<file path="config.mk">
export PLATFORM = sky130hd
export DESIGN_NAME = call_stack
export DESIGN_NICKNAME = d
export VERILOG_FILES = /design/src/rtl/call_stack.sv
export SDC_FILE = /design/constraint.sdc
export NUM_CORES = 1
export LEC_CHECK = 0
export BUFFER_PORTS_ARGS = -buffer_cell sky130_fd_sc_hd__buf_4
export CORE_ASPECT_RATIO = 1.1
export CORE_MARGIN = 1
export CORE_UTILIZATION = 45
export CTS_CLUSTER_SIZE = 25
export DETAILED_ROUTE_END_ITERATION = 10
export PLACE_DENSITY = 0.71
export SETUP_SLACK_MARGIN = 0.3
export SLEW_MARGIN = 10
export SYNTH_ARGS = -nofsm -noshare
export SYNTH_HDL_FRONTEND = slang
export SYNTH_SLANG_ARGS = --single-unit
export TNS_END_PERCENT = 1
</file>
<file path="constraint.sdc">
create_clock -name clk -period 6.05 [get_ports clk]
set_input_delay 0.9075 -clock clk [delete_from_list [all_inputs] [get_ports clk]]
set_output_delay 0.9075 -clock clk [all_outputs]
set_load 0.05 [all_outputs]
</file>
<file path="src/rtl/call_stack.sv">
// call_stack
// ----------
// Return-address LIFO for a CPU. The call path pushes PC+1 and the return
// path pops into the PC mux. Operations are clocked. The top-of-stack view
// is combinational, so the CPU can sample the return address in the same
// cycle that it asserts pop. Overflow and underflow set sticky error flags.
//
// Parameters:
//   WIDTH  bits per entry (PC width)
//   DEPTH  number of entries, >= 2; does not have to be a power of two
//   CW     width of count, $clog2(DEPTH+1)
//
// Ports:
//   clk      rising-edge clock
//   reset    asynchronous, active-high reset (clears count and flags)
//   push     push din this cycle
//   pop      pop the top entry this cycle (push+pop = replace top)
//   din      data to push
//   clr_err  synchronous clear of ovf/unf; a new error in the same cycle wins
//   top      current top entry, 0 when empty
//   count    number of valid entries, 0..DEPTH
//   empty    count == 0
//   full     count == DEPTH
//   ovf      sticky overflow (push while full)
//   unf      sticky underflow (pop while empty)
module call_stack #(
  parameter  int WIDTH = 10,
  parameter  int DEPTH = 8,
  localparam int CW    = $clog2(DEPTH + 1)
) (
  input  logic             clk,
  input  logic             reset,
  input  logic             push,
  input  logic             pop,
  input  logic [WIDTH-1:0] din,
  input  logic             clr_err,
  output logic [WIDTH-1:0] top,
  output logic [CW-1:0]    count,
  output logic             empty,
  output logic             full,
  output logic             ovf,
  output logic             unf
);

  // The index only has to address DEPTH entries; count needs one extra value.
  localparam int IW = $clog2(DEPTH);

  localparam logic [CW-1:0] CNT_ZERO = {CW{1'b0}};
  localparam logic [CW-1:0] CNT_ONE  = CW'(1'b1);
  localparam logic [CW-1:0] CNT_FULL = CW'(DEPTH);

  logic [WIDTH-1:0] mem_q [DEPTH];

  logic [CW-1:0] count_q;
  logic [CW-1:0] count_d;
  logic          ovf_q;
  logic          ovf_d;
  logic          unf_q;
  logic          unf_d;

  logic          empty_s;
  logic          full_s;
  logic          wr_en_s;
  logic [IW-1:0] wr_idx_s;
  logic [IW-1:0] top_idx_s;

  assign empty_s = (count_q == CNT_ZERO);
  assign full_s  = (count_q == CNT_FULL);

  // The top index is formed only when the stack holds data. An empty stack
  // therefore never computes count-1 and never wraps it.
  always_comb begin
    top_idx_s = {IW{1'b0}};
    if (!empty_s) begin
      top_idx_s = IW'(count_q - CNT_ONE);
    end else begin
      top_idx_s = {IW{1'b0}};
    end
  end

  // The top-of-stack view reads the array directly from registered state.
  always_comb begin
    top = {WIDTH{1'b0}};
    if (!empty_s) begin
      top = mem_q[top_idx_s];
    end else begin
      top = {WIDTH{1'b0}};
    end
  end

  // Next-state logic for count, the flags and the array write port.
  always_comb begin
    count_d  = count_q;
    wr_en_s  = 1'b0;
    wr_idx_s = {IW{1'b0}};

    // The clear is applied first. An error raised below in the same cycle
    // overrides it, so the new error stays visible.
    if (clr_err) begin
      ovf_d = 1'b0;
      unf_d = 1'b0;
    end else begin
      ovf_d = ovf_q;
      unf_d = unf_q;
    end

    case ({push, pop})
      2'b10: begin
        if (!full_s) begin
          wr_en_s  = 1'b1;
          wr_idx_s = IW'(count_q);
          count_d  = count_q + CNT_ONE;
        end else begin
          ovf_d = 1'b1;
        end
      end
      2'b01: begin
        if (!empty_s) begin
          count_d = count_q - CNT_ONE;
        end else begin
          unf_d = 1'b1;
        end
      end
      2'b11: begin
        // Replace the top in place. On an empty stack this acts as a push
        // into slot 0. A replace can never raise an error.
        if (!empty_s) begin
          wr_en_s  = 1'b1;
          wr_idx_s = top_idx_s;
        end else begin
          wr_en_s  = 1'b1;
          wr_idx_s = {IW{1'b0}};
          count_d  = CNT_ONE;
        end
      end
      default: begin
        count_d = count_q;
      end
    endcase
  end

  // Occupancy and sticky flags; reset wins over any operation in flight.
  always_ff @(posedge clk or posedge reset) begin
    if (reset) begin
      count_q <= CNT_ZERO;
      ovf_q   <= 1'b0;
      unf_q   <= 1'b0;
    end else begin
      count_q <= count_d;
      ovf_q   <= ovf_d;
      unf_q   <= unf_d;
    end
  end

  // Storage is not reset. A write that lands while reset is asserted is
  // harmless, because count is held at 0 and the entry cannot be reached.
  always_ff @(posedge clk) begin
    if (wr_en_s) begin
      mem_q[wr_idx_s] <= din;
    end
  end

  assign count = count_q;
  assign empty = empty_s;
  assign full  = full_s;
  assign ovf   = ovf_q;
  assign unf   = unf_q;

endmodule

</file>
# Word level (Yosys, flattened, before mapping)
# Memories as Yosys holds them, arrays and structs flattened.
# Cells that the tools add are included.
# W data, S select, Z words.
dict set report word_totals {
  regBits 6
  latchBits 0
  ram_bits 80
  mem_bits_ro 0
  output_inout_bits 18
  wordCells 35
  n_memories 1
}
dict set report classes {
  addsub 2
  n_mul 0
  div_mod_pow 0
  n_lt_le_gt_ge 0
  eq_ne 7
  shift 0
  mux 19
  n_bitwise 0
  reduce_logical 3
}
# memory depth word_bits rd rd_clocked_by_memory_dff wr line_no
set memory_table {}
lappend memory_table {mem_q 8 10 1 0 1 52} ;# logic [WIDTH-1:0] mem_q [DEPTH];
# cell n
set op_table {}
lappend op_table {{$mux W4} 3}
lappend op_table {{$pmux W4 S3} 1}
lappend op_table {{$mux W10} 1}
lappend op_table {{$mux W1} 9}
lappend op_table {{$mux W3} 3}
lappend op_table {{$ne A2 B2 Y1 const B} 3}
lappend op_table {{$pmux W3 S2} 1}
lappend op_table {{$add A4 B1 Y4 const B} 1}
lappend op_table {{$eq A2 B2 Y1 const B} 2}
lappend op_table {{$eq A4 B4 Y1 const B} 1}
lappend op_table {{$logic_not A4 Y1} 1}
lappend op_table {{$reduce_and A4 Y1} 1}
lappend op_table {{$sub A4 B1 Y4 const B} 1}
lappend op_table {{$reduce_bool A3 Y1} 1}
lappend op_table {{$eq A2 B1 Y1 const B} 1}
lappend op_table {{$pmux W1 S2} 1}

# Depth between registers and ports, before layout
dict set report depth {
  word_depth 5
  ltp_mapped 12
  ltp_nobuf 9
}

# Worst setup path before layout
# Ideal clock, no wire load.
dict set report synth_timing {
  path_type {register -> output}
  startpoint {register count_q[0], in the netlist count[0]}
  endpoint {output top[4]}
  t_arrival_ps 3319
  required_ps 5142
  setup_slack_ps 1824
  stages_incl_launch_ff 10
  cell_sequence {dfrtp_1 > buf_4 > buf_6 > clkinv_1 > buf_2 > ha_1 > clkbuf_1 > a221o_1 > nand3_1 > a31oi_1}
}
dict set report synth_between {
  elab_chain_cells 4
  word_cells_on_any_way 5
  classes_between {1 x add/sub; 2 x mux; 1 x reduce/logical; 1 x memory}
}
# item line_no
set synth_lines {}
lappend synth_lines {{start: declaration} 54} ;# logic [CW-1:0] count_q;
lappend synth_lines {{start signal: assignment} 149} ;# count_q <= count_d;
lappend synth_lines {{$sub A4 B1 Y4 or $logic_not A4 Y1 (tied branches)} n/a}
lappend synth_lines {{$mux W3} 74} ;# if (!empty_s) begin
lappend synth_lines {{$mem_v2 Z8 W10} n/a}
lappend synth_lines {{$mux W10 (*)} 84} ;# if (!empty_s) begin
lappend synth_lines {{end: declaration} 37} ;# output logic [WIDTH-1:0] top,
# Mark *: on every way between the ends. The rest lies on a longest branch, timed or not.

# Worst setup path after layout
dict set report layout_timing {
  startpoint {register count_q[0], in the netlist count[0]}
  endpoint {output top[8]}
}
# Same word-level chain as after synthesis.

==> results by group <==
Global routing
  • Global-route wire length before repair: 12800 um
  • Number of global-route vias before repair: 2401
  • Remaining global-route overflow: 0
  • Number of antenna violations at the first check in global routing: 0
  • Total track usage: 0.190
  • Maximum number of pins on one net before global-route repair: 32

CTS
  • Number of levels the H-tree was split into: 3
  • CTS-repair resized insts: 0
  • # hold bufs at CTS: 0
  • CTS buffer count: 9
  • Clock transition at the register clock pins on the worst setup and hold paths after CTS: 0.09 ns
  • CTS root buffer: sky130_fd_sc_hd__clkbuf_8
  • TritonCTS sink count: 86
  • Maximum clock path buffer count: 2
  • Insertion delay of the later-clocked pin in the worst-skew pair: 0.36 ns
  • Number of setup buffers added after CTS: 0
  • TritonCTS clock tree: built

Floorplanning
  • Initial core utilization: 0.466
  • Placeable core area: 0.00841 mm2
  • Count of standard-cell rows: 35
  • Num ports: 33
  • Floorplan die width: 91.0 um
  • Die height: 99.9 um
  • Area of the die: 0.00909 mm2

STA
  • Crit share post-route: 0.736
  • Post-route minimum period: 4.45 ns
  • Headroom to the max-slew limit: 0.195
  • RSZ-0062 raised after global routing: false
  • Total of endpoints with negative setup slack in the final report: 0
  • Final max-slew violation count: 0
  • Number of hold violations in the final report: 0
  • Clk_skew: 0.00776 ns
  • Setup Total Neg Slack: 0 ns
  • Achievable Freq: 0.225 GHz
  • Actual slew at the worst max-slew pin: 1.20 ns

Min path
  • Worst Hold Class: in -> async

Final layout
  • Filler Cells Inserted: 720
  • Final cell utilization of the core: 0.525
  • Reg area: 0.00255 mm2
  • Multi-input combinational cell area: 0.00123 mm2
  • Post-layout net count: 319
  • Layout overhead on the synthesized area: 12.6%
  • Layout cells sized above 1: 0.208
  • Diode count: 0

Critical path
  • Category of the worst setup path launch point: register
  • Worst endpoint data arrival time: 3.54 ns
  • Flop2flop setup slack: 2.19 ns
  • Data required time at the worst endpoint: 5.14 ns
  • Start-to-end type of the worst setup path: reg -> out
  • Worst-path fanout max: 31
  • Critical Path Sink Type: output pin

Synthesis
  • Async set-reset flop share out of synthesis: 0.0698
  • Total nets after synthesis: 293
  • Post-Synthesis Mean Instance Area: 14.2 um2
  • Synth Flop Type: sky130_fd_sc_hd__edfxtp_1
  • Area of the mapped netlist: 0.00392 mm2
  • Unique masters post-synth: 47
  • #FFs+latches synth: 86
  • Part of the Yosys area used for sequential elements: 0.651
  • Post-Synthesis Cells: 276
  • Total of warnings raised by yosys: 0
  • Count of flip-flops with a built-in enable after synthesis: 80

Placed design
  • Final GP Congestion: 0.759
  • Detailed placement HPWL: 4860 um
  • Count of input and output buffers: 32

Status
  • Run status: finished clean

Drt
  • Detail-routed net length per standard cell: 19.7 um
  • Number of violations reported at the end of detailed-routing iteration 0: 166
  • Total number of vias: 2526
  • WL final: 8220 um
  • DR DRC count: 0
  • Post-detailed-route via-to-cell ratio: 6.04
  • Drt first pass iters: 5
  • Post-DRT Antenna Nets: 0

Run
  • Maximum capacitance violations: 0
-- synth_stat cells (2+ instances only) --
cell type                  count  area share
sky130_fd_sc_hd__a211oi_1      3      0.0057
sky130_fd_sc_hd__a21oi_1      14       0.018
sky130_fd_sc_hd__a221o_1       9       0.023
sky130_fd_sc_hd__a221oi_1      8       0.018
sky130_fd_sc_hd__a31oi_1       9       0.014
sky130_fd_sc_hd__buf_2         8       0.010
sky130_fd_sc_hd__buf_6         2      0.0057
sky130_fd_sc_hd__clkbuf_1      9      0.0086
sky130_fd_sc_hd__dfrtp_1       6       0.038
sky130_fd_sc_hd__edfxtp_1     80        0.61
sky130_fd_sc_hd__ha_1          2      0.0064
sky130_fd_sc_hd__inv_1         7      0.0067
sky130_fd_sc_hd__mux2i_1      18       0.046
sky130_fd_sc_hd__mux4_2        8       0.046
sky130_fd_sc_hd__nand2_1      22       0.021
sky130_fd_sc_hd__nand2b_1      6      0.0096
sky130_fd_sc_hd__nand3_1       9       0.011
sky130_fd_sc_hd__nor2_1       13       0.012
sky130_fd_sc_hd__nor2b_1       3      0.0048
sky130_fd_sc_hd__nor3_1        2      0.0026
sky130_fd_sc_hd__nor4b_1       2      0.0045
sky130_fd_sc_hd__o21a_1        2      0.0038
sky130_fd_sc_hd__o21ai_0       4      0.0051
sky130_fd_sc_hd__o221ai_1      3      0.0067
sky130_fd_sc_hd__o22ai_1       4      0.0064
sky130_fd_sc_hd__o32ai_1       2      0.0045
-- registers in the layout, indices dropped and copies added, names as in the netlist --
signal	cells
mem_q	80
count	4
ovf	1
unf	1
-- worst paths after layout --
check,end,cells past startpoint,from
min in group clk,ovf,1,ovf
setup / recovery,top[8],9,count[0]
max in group asynchronous,count[0],2,reset
setup reg to reg,mem_q[2][0],9,count[0]
hold / removal,ovf,2,reset
hold reg to reg,ovf,1,ovf
-- cells by family after synthesis --
| family | count (synthesis) | synth area share |
|---|---|---|
| compound gates | 69 | 0.129 |
| xor+xnor | 1 | 0.00224 |
| fa+ha+maj | 3 | 0.00894 |
| buf+inv | 28 | 0.0342 |
| flops | 86 | 0.651 |
| mux | 27 | 0.0948 |
| simple gates | 62 | 0.0792 |
-- cell usage in the layout, fill, tap and decap left out, drive strengths merged, types with 3 or more instances in the layout --
cell | synthesis | routed
a221oi | 8 | 8
a221o | 9 | 9
nor2b | 3 | 3
o21ai | 4 | 4
a31oi | 9 | 9
a211oi | 3 | 3
clkbuf | 9 | 9
mux4 | 8 | 8
inv | 7 | 9
dfrtp | 6 | 6
o22ai | 4 | 4
nand3 | 9 | 9
a21oi | 14 | 14
mux2i | 18 | 18
buf | 11 | 35
nand2 | 22 | 22
nor2 | 14 | 14
nand2b | 6 | 6
clkinv | 1 | 3
edfxtp | 80 | 80
o221ai | 3 | 3
-- metal layers --
metal	part of all wire	vias up	track usage
met5	0	-	0
met4	0.016	0	0.0757
met3	0.062	10	0.0394
met2	0.49	111	0.314
met1	0.43	1252	0.246
li1	-	1153	-
-- final cells by class --
class,instances,share of cell area
well taps,111,0.0315
flip-flops and latches,86,0.578
repair buffers,35,0.0595
clock buffers,9,0.0281
multi-input cells,162,0.279
clock inverters,7,0.0164
inverters,8,0.00680
-- critical path, stage by stage, from the launching register on --
cell,delay (ns)
sky130_fd_sc_hd__dfrtp_1,0.36
sky130_fd_sc_hd__buf_4,0.27
sky130_fd_sc_hd__clkinv_1,0.12
sky130_fd_sc_hd__ha_1,0.73
sky130_fd_sc_hd__nor3b_4,0.54
sky130_fd_sc_hd__nor2_4,0.13
sky130_fd_sc_hd__a221o_1,0.36
sky130_fd_sc_hd__a221oi_1,0.30
sky130_fd_sc_hd__a31oi_1,0.10
sky130_fd_sc_hd__buf_4,0.27
-- through the flow --
stage	cells	area (um2)	setup WS (ns)	hold WS, ns
floorplan	276	3920	1.82	0.698
global placement	402	4220	2.14	0.479
detailed placement	402	4220	2.00	0.491
CTS	418	4410	1.59	0.453
global route	418	4410	1.35	0.467
finish	418	4410	1.60	0.454
Power is not shown: default switching activity piles up to over one toggle a cycle in this logic, so the estimate is an artifact.
